`src/rtl/sigdiv_pkg.sv`:
```
// Shared types and constants for the sigdiv restoring significand divider.
package sigdiv_pkg;

    localparam int NSIG_DEFAULT = 10;

    typedef enum logic [1:0] {
        IDLE = 2'd0,
        RUN  = 2'd1,
        DONE = 2'd2
    } state_t;

    // Step counter must hold values 0..nsig+1.
    function automatic int cnt_width(input int nsig);
        return $clog2(nsig + 3);
    endfunction

endpackage

```
`src/rtl/sigdiv_if.sv`:
```
// Request/result bundle for sigdiv; master drives operands, slave returns results.
interface sigdiv_if
    import sigdiv_pkg::*;
#(
    parameter int NSIG = NSIG_DEFAULT
) ();

    logic            start;
    logic [NSIG:0]   a;
    logic [NSIG:0]   b;
    logic            busy;
    logic            done;
    logic [NSIG+1:0] q;
    logic            sticky;
    logic            dz;

    modport master (
        output start, a, b,
        input  busy, done, q, sticky, dz
    );

    modport slave (
        input  start, a, b,
        output busy, done, q, sticky, dz
    );

endinterface

```
`src/rtl/sigdiv_step.sv`:
```
// One restoring-division step: compare, conditionally subtract, shift left.
module sigdiv_step #(
    parameter int NSIG = 10
) (
    input  logic [NSIG+1:0] i_rem,
    input  logic [NSIG:0]   i_b,
    output logic            o_qbit,
    output logic [NSIG+1:0] o_rem_nxt
);

    logic [NSIG+1:0] w_b_ext;
    logic [NSIG+1:0] w_diff;

    assign w_b_ext   = {1'b0, i_b};
    assign o_qbit    = (i_rem >= w_b_ext);
    assign w_diff    = o_qbit ? (i_rem - w_b_ext) : i_rem;
    // After a restoring step the remainder is below b, so the top bit is free to drop.
    assign o_rem_nxt = {w_diff[NSIG:0], 1'b0};

endmodule

```
`src/rtl/sigdiv.sv`:
```
// Multi-cycle restoring divider for floating-point significands: q = floor(a*2^(NSIG+1)/b).
// Define SIGDIV_STICKY_EN to build the final-remainder sticky detect; otherwise sticky is 0.
module sigdiv
    import sigdiv_pkg::*;
#(
    parameter int NSIG = NSIG_DEFAULT
) (
    input  logic     clk,
    input  logic     rst,
    sigdiv_if.slave  bus
);

    localparam int              CW   = cnt_width(NSIG);
    localparam logic [CW-1:0]   LAST = CW'(NSIG + 1);

    state_t          r_state;
    state_t          w_state_nxt;
    logic [NSIG+1:0] r_rem;
    logic [NSIG:0]   r_b;
    logic [NSIG+1:0] r_q;
    logic [CW-1:0]   r_cnt;
    logic            r_dz;

    logic            w_accept;
    logic            w_b_zero;
    logic            w_last;
    logic            w_qbit;
    logic [NSIG+1:0] w_rem_nxt;

    assign w_accept = (r_state == IDLE) && bus.start;
    assign w_b_zero = (bus.b == '0);
    assign w_last   = (r_cnt == LAST);

    sigdiv_step #(.NSIG(NSIG)) u_step (
        .i_rem     (r_rem),
        .i_b       (r_b),
        .o_qbit    (w_qbit),
        .o_rem_nxt (w_rem_nxt)
    );

    // NOTE: sequential state uses non-blocking assignments so every register samples pre-edge values.
    always_ff @(posedge clk) begin
        if (rst) begin
            r_state <= IDLE;
        end else begin
            r_state <= w_state_nxt;
        end
    end

    // NOTE: the default assignment first keeps this block free of inferred latches.
    always_comb begin
        w_state_nxt = r_state;
        unique case (r_state)
            IDLE: begin
                if (bus.start) begin
                    w_state_nxt = w_b_zero ? DONE : RUN;
                end
            end
            RUN: begin
                if (w_last) begin
                    w_state_nxt = DONE;
                end
            end
            DONE:    w_state_nxt = IDLE;
            default: w_state_nxt = IDLE;
        endcase
    end

    always_ff @(posedge clk) begin
        if (rst) begin
            r_rem <= '0;
            r_b   <= '0;
            r_q   <= '0;
            r_cnt <= '0;
            r_dz  <= 1'b0;
        end else if (w_accept) begin
            r_b   <= bus.b;
            r_cnt <= '0;
            r_dz  <= w_b_zero;
            if (w_b_zero) begin
                r_q   <= '1;
                r_rem <= '0;
            end else begin
                r_q   <= '0;
                r_rem <= {1'b0, bus.a};
            end
        end else if (r_state == RUN) begin
            r_rem <= w_rem_nxt;
            r_q   <= {r_q[NSIG:0], w_qbit};
            r_cnt <= r_cnt + 1'b1;
        end
    end

`ifdef SIGDIV_STICKY_EN
    logic r_sticky;

    // Captured from the remainder produced by the final step, held with q.
    always_ff @(posedge clk) begin
        if (rst) begin
            r_sticky <= 1'b0;
        end else if (w_accept) begin
            r_sticky <= 1'b0;
        end else if ((r_state == RUN) && w_last) begin
            r_sticky <= |w_rem_nxt;
        end
    end

    assign bus.sticky = r_sticky;
`else
    assign bus.sticky = 1'b0;
`endif

    assign bus.busy = (r_state != IDLE);
    assign bus.done = (r_state == DONE);
    assign bus.q    = r_q;
    assign bus.dz   = r_dz;

endmodule
```
`src/flat_wrapper.sv`:
```
// flat-port wrapper written by rule: the top's interface ports become plain ports
module sigdiv_flat import sigdiv_pkg::*;
#(
    parameter int NSIG = NSIG_DEFAULT
)
  (clk, rst, bus_start, bus_a, bus_b, bus_busy, bus_done, bus_q, bus_sticky, bus_dz);
  sigdiv_if #(.NSIG(NSIG)) bus_i ();
  input  logic clk;
  input  logic rst;
  input wire logic [$bits(bus_i.start)-1:0] bus_start;
  input wire logic [$bits(bus_i.a)-1:0] bus_a;
  input wire logic [$bits(bus_i.b)-1:0] bus_b;
  output wire logic [$bits(bus_i.busy)-1:0] bus_busy;
  output wire logic [$bits(bus_i.done)-1:0] bus_done;
  output wire logic [$bits(bus_i.q)-1:0] bus_q;
  output wire logic [$bits(bus_i.sticky)-1:0] bus_sticky;
  output wire logic [$bits(bus_i.dz)-1:0] bus_dz;
  assign bus_i.start = bus_start;
  assign bus_i.a = bus_a;
  assign bus_i.b = bus_b;
  assign bus_busy = bus_i.busy;
  assign bus_done = bus_i.done;
  assign bus_q = bus_i.q;
  assign bus_sticky = bus_i.sticky;
  assign bus_dz = bus_i.dz;
  sigdiv #(.NSIG(NSIG)) u_core (.clk(clk), .rst(rst), .bus(bus_i));
endmodule
```
`config.mk`:
```
export PLATFORM = sky130hd
export DESIGN_NAME = sigdiv_flat
export DESIGN_NICKNAME = d
export VERILOG_FILES = /design/src/rtl/sigdiv_pkg.sv /design/src/rtl/sigdiv_if.sv /design/src/rtl/sigdiv_step.sv /design/src/rtl/sigdiv.sv /design/src/flat_wrapper.sv
export SDC_FILE = /design/constraint.sdc
export NUM_CORES = 1
export LEC_CHECK = 0
export BUFFER_PORTS_ARGS = -buffer_cell sky130_fd_sc_hd__buf_2
export CAP_MARGIN = 15
export CORE_MARGIN = 5
export CORE_UTILIZATION = 36
export CTS_BUF_LIST = sky130_fd_sc_hd__clkbuf_4 sky130_fd_sc_hd__clkbuf_8 sky130_fd_sc_hd__clkbuf_16
export DETAILED_ROUTE_END_ITERATION = 8
export GPL_ROUTABILITY_DRIVEN = 0
export SETUP_SLACK_MARGIN = 0.5
export SLEW_MARGIN = 20
export SYNTH_ARGS = -nofsm -noshare
export SYNTH_HDL_FRONTEND = slang
export SYNTH_HIERARCHICAL = 1
export SYNTH_SLANG_ARGS = --single-unit
```
`constraint.sdc`:
```
create_clock -name clk -period 3.1 [get_ports clk]
set_clock_uncertainty 0.1 [all_clocks]
set_input_delay 0.155 -clock clk [delete_from_list [all_inputs] [get_ports clk]]
set_output_delay 0.155 -clock clk [all_outputs]
set_load 0.01 [all_outputs]
```
==> run summary <==
Total number of clock tree sinks: 42. Number of levels the H-tree was split into: 2. For this run, design rule violations remaining after detail routing come to 0.

The logs give 34.7% for the part of the power in registers and 98 for the count of routing violations after the opening detailed-route iteration. For the worst setup path, the data required time is 3.23 ns. For the post-synthesis instance total, the log shows 325. In this design, the stage delay of the slowest critical-path cell is 0.39 ns.

For this run, the leading register cell type out of synthesis is dfxtp_1. The mean instance size in the synthesized netlist came out at 7.942 sq um. In this run, distinct cell masters in the synthesized netlist total 54.

The share of layout cells above drive strength 1 is 23.97%. The share of total power dissipated in combinational logic is 44.6%. The number of max-slew violations in the final report came out at 0. The tools report the final hold violation count as 0. The tools report the effective utilization at floorplan as 37.58%. Synthesis inferred 42 register bits.

The cell with the largest stage delay on the worst path was fa_2. In the final design database the tool counted 400 nets. The first global-routing pass estimated 10,380 microns of wire. Max-cap violations in this run came to 0.

For the net count of the mapped netlist, the log shows 363. The I/O pin total was 41. The number of nets still failing antenna checks after routing came out at 0. Setup violations remaining at the end of the flow were counted as 0. The tools report the share of synthesized area occupied by flip-flops and latches as 32.57%. The tools report the core box area as 0.006869 sq mm. Data arrives at the worst endpoint at 2.71 ns.

Leaving out fill and tap cells, the most frequent cell in the layout is nand2_1. The mean number of vias per cell is 5.244. The worst setup path is captured at a flop.

The worst-case IR drop observed on VDD is 0.2295 mV. The top cell types in the final layout, fill and taps aside, are nand2_1 (68), dfxtp_1 (41), buf_2 (40). The Yosys step of the flow raised 6 warnings. In the post-synthesis netlist, the biggest area contributors are dfxtp_1 (33%), nand2_1 (9.9%), a21oi_1 (8.1%). Final cell count without fillers: 459. Summed over all failing endpoints, the final setup total negative slack is 0 ns.

The clock-pin slew of the registers on the worst-case setup and hold paths is 0.08 ns, and the internal portion of total power is 1.085 mW. The overall track demand over capacity in global routing was 14.34%; the via count of the first global-routing pass was 2,338. The slack of the worst reg-to-reg path came out at 0.52 ns. The die covers 0.008963 sq mm. STA classifies the critical path startpoint as a flop.

Counting the fill cells in the layout gives 701. The repair_antennas step left the layout with diodes totalling 0. For this design the total switching power over the nets is 0.6485 mW. The biggest fanout along the worst timing path was 5; the fraction of power spent switching nets was 37.41%. The netlist area before placement is 0.002581 sq mm. The type of the setup path with the least slack is flop to flop. The library cell occupying the most area in the post-synthesis netlist was dfxtp_1. The logs give 0 for the initial antenna violation count and 2,407 for the via count of the routed design. The count of flip-flops with a built-in enable after synthesis works out to 0.

The startpoint identified for the worst register-to-register timing path is u_core/r_rem[0]. The total congestion overflow after global routing was 0. The area added between synthesis and finish is 18.03%, and the routed length per instance is 13.54 microns.

Total of buffers placed on input and output ports: 39. For the finished layout, the period the worst path requires is 2.580 ns. The tree is rooted in a clkbuf_8. The floorplan step set the die width to 94.68 microns. The ratio of final minimum period to clock period came out at 83.22%.

The max-slew headroom at the worst pin was 55.93%; the pin count of the biggest net entering global routing was 32. Counting flops with an async set or reset pin after synthesis yields a share of 0%. Tracing the worst setup path back leads to its startpoint at u_core/r_rem[0]. The logs give 30 for the standard-cell row count and 4 for the first-pass iteration count of the detailed router. The CTS buffer count was 5; the measured slew at the worst slew-check pin was 0.6602 ns. The path class of the tightest hold or removal check is input pin to flop.

Setup repair after global routing could not meet its margin everywhere. Among the stages of the critical path, the cell type that occurs most often is o21ai_2. The run finished with clean final reports.

After legalization and detailed placement, the total HPWL measured 4434 microns. The total power density per cell area was 569.0 mW/mm^2. End point of the critical path: u_core/r_rem[3]. For the clock network latency to the later pin of the worst-skew pair, the log shows 0.29 ns. The die is 94.68 microns tall.

The maximum clock rate is 387.6 MHz. The number of placed instances, taps included was 443. The signal on the critical path passes through inv_2 > ha_4 > fa_2 > and2b_1 > o21ai_2 > a311oi_4 > o2bb2ai_4 > buf_6 > o21ai_2 > nand2_1 > a21o_1 > a21oi_2. In this run the critical register-to-register path is captured at u_core/r_rem[3]. TritonCTS built the clock tree.

The area share of the largest cell type after synthesis works out to 32.57%. The cell count of the worst reg-to-reg path is 12, and the wire length reported by the detailed router is 6215 microns. Per report_power, the clock group accounts for 20.7% of the total. The analysis attributes to cell leakage a power of 1.268 nW.

The clock passes through at most 2 buffers.
[layer usage]
metal | vias up | global-route usage, % | wire length [microns]
met2 | 64 | 24.78 | 3093
li1 | 1201 | - | -
met4 | 0 | 5.048 | 124
met1 | 1130 | 17.18 | 2664
met3 | 12 | 3.586 | 332
met5 | - | 0 | 0
[how the worst min path moves through the flow]
| stage | from | end | slack [ns] | cells after the start |
|---|---|---|---|---|
| global placement | bus_b[9] | u_core/r_b[9] | 0.32 | 3 |
| floorplan | bus_b[10] | u_core/r_b[10] | 0.19 | 2 |
| global route | bus_b[3] | u_core/r_b[3] | 0.02 | 3 |
| detailed placement | bus_b[9] | u_core/r_b[9] | 0.32 | 3 |
| CTS | bus_b[8] | u_core/r_b[8] | 0.007 | 3 |
| finish | bus_b[8] | u_core/r_b[8] | 0.01 | 3 |
[cell usage after synthesis, types with 2 or more instances]
library cell  count
o21ai_0           4
nand3b_1         12
clkbuf_1          5
nand2b_1          3
nor2_1           10
nor3_1            2
inv_1            17
a21oi_1          42
a21o_1           13
nand4_1           3
a22oi_1          14
xor2_1            4
o21ai_2           8
dfxtp_1          42
o31ai_1           2
and3_1            3
mux2i_1           2
nand3_1           2
o211ai_1          2
o21ai_1           3
buf_4             4
buf_6             4
buf_2             9
xnor2_1           2
nor2b_1           5
conb_1            2
ha_1             12
nand2_1          68
[power by group through the flow]
stage               registers (mW)  logic (mW)  clock network (mW)
global route                 0.608       0.852               0.403
global placement             0.614       0.620                   0
detailed placement           0.614       0.630                   0
floorplan                    0.605       0.538                   0
CTS                          0.602       0.704               0.375
finish                       0.602       0.773               0.359
[what timing repair did]
item / 4_1_cts / 5_1_grt
resized for setup: 2 / 15
pin swaps: 2 / 27
buffers inserted: 2 / 3
setup endpoints to repair: 11 / 12
hold endpoints to repair: 2 / 0
hold buffers: 2 / 0
cloned: 0 / 1
[flip-flops by register name, indices dropped and copies added, names as in the netlist]
register and count:
u_core/r_rem 12, u_core/bus.q 12, u_core/bus.dz 1, u_core/r_b 11, u_core/r_cnt 4, u_core/r_state 2
[metrics by stage]
stage	worst slack [ns]	instance area (sq um)	hold slack [ns]	utilization [%]	total power, mW
after CTS	0.5035	2960	0.007114	43.10	1.681
after global routing	0.3834	3047	0.02011	44.35	1.864
final	0.5201	3047	0.01403	44.35	1.734
after floorplan	0.6577	2581	0.1910	-	1.143
after global placement	0.3474	2799	0.3162	40.75	1.234
after detailed placement	0.2796	2799	0.3210	40.75	1.244
[cell families after synthesis]
| family | after synthesis | synth area share [%] |
|---|---|---|
| AOI/OAI and AO/OA | 102 | 26.56 |
| xor gates and xnor gates | 6 | 2.036 |
| adders and majority gates | 13 | 6.592 |
| buffers and inverters | 39 | 7.852 |
| DFF | 42 | 32.57 |
| muxes | 2 | 0.7756 |
| other | 2 | 0.2909 |
| and+or+nand+nor | 119 | 23.32 |
[critical path, delay by kind of cell, from the launching register on]
kind / cells / cell delay, ns
adder cells (fa/ha/maj): 2 / 0.55
AO/OA/AOI/OAI: 6 / 1.01
AND/OR/NAND/NOR: 2 / 0.30
flip-flops: 1 / 0.35
buffers and inverters: 2 / 0.21
[cell type report]
class | instances | area (sq um) | area share, %
clock inverter | 3 | 21.27 | 0.6982
clock buffer | 5 | 68.82 | 2.259
sequential | 42 | 842.1 | 27.64
tap | 96 | 120.1 | 3.943
timing repair buffer | 52 | 315.3 | 10.35
inverter | 17 | 63.81 | 2.094
multi-input combinational | 244 | 1615 | 53.02
Note: power is estimated with default switching activity, not from simulation.
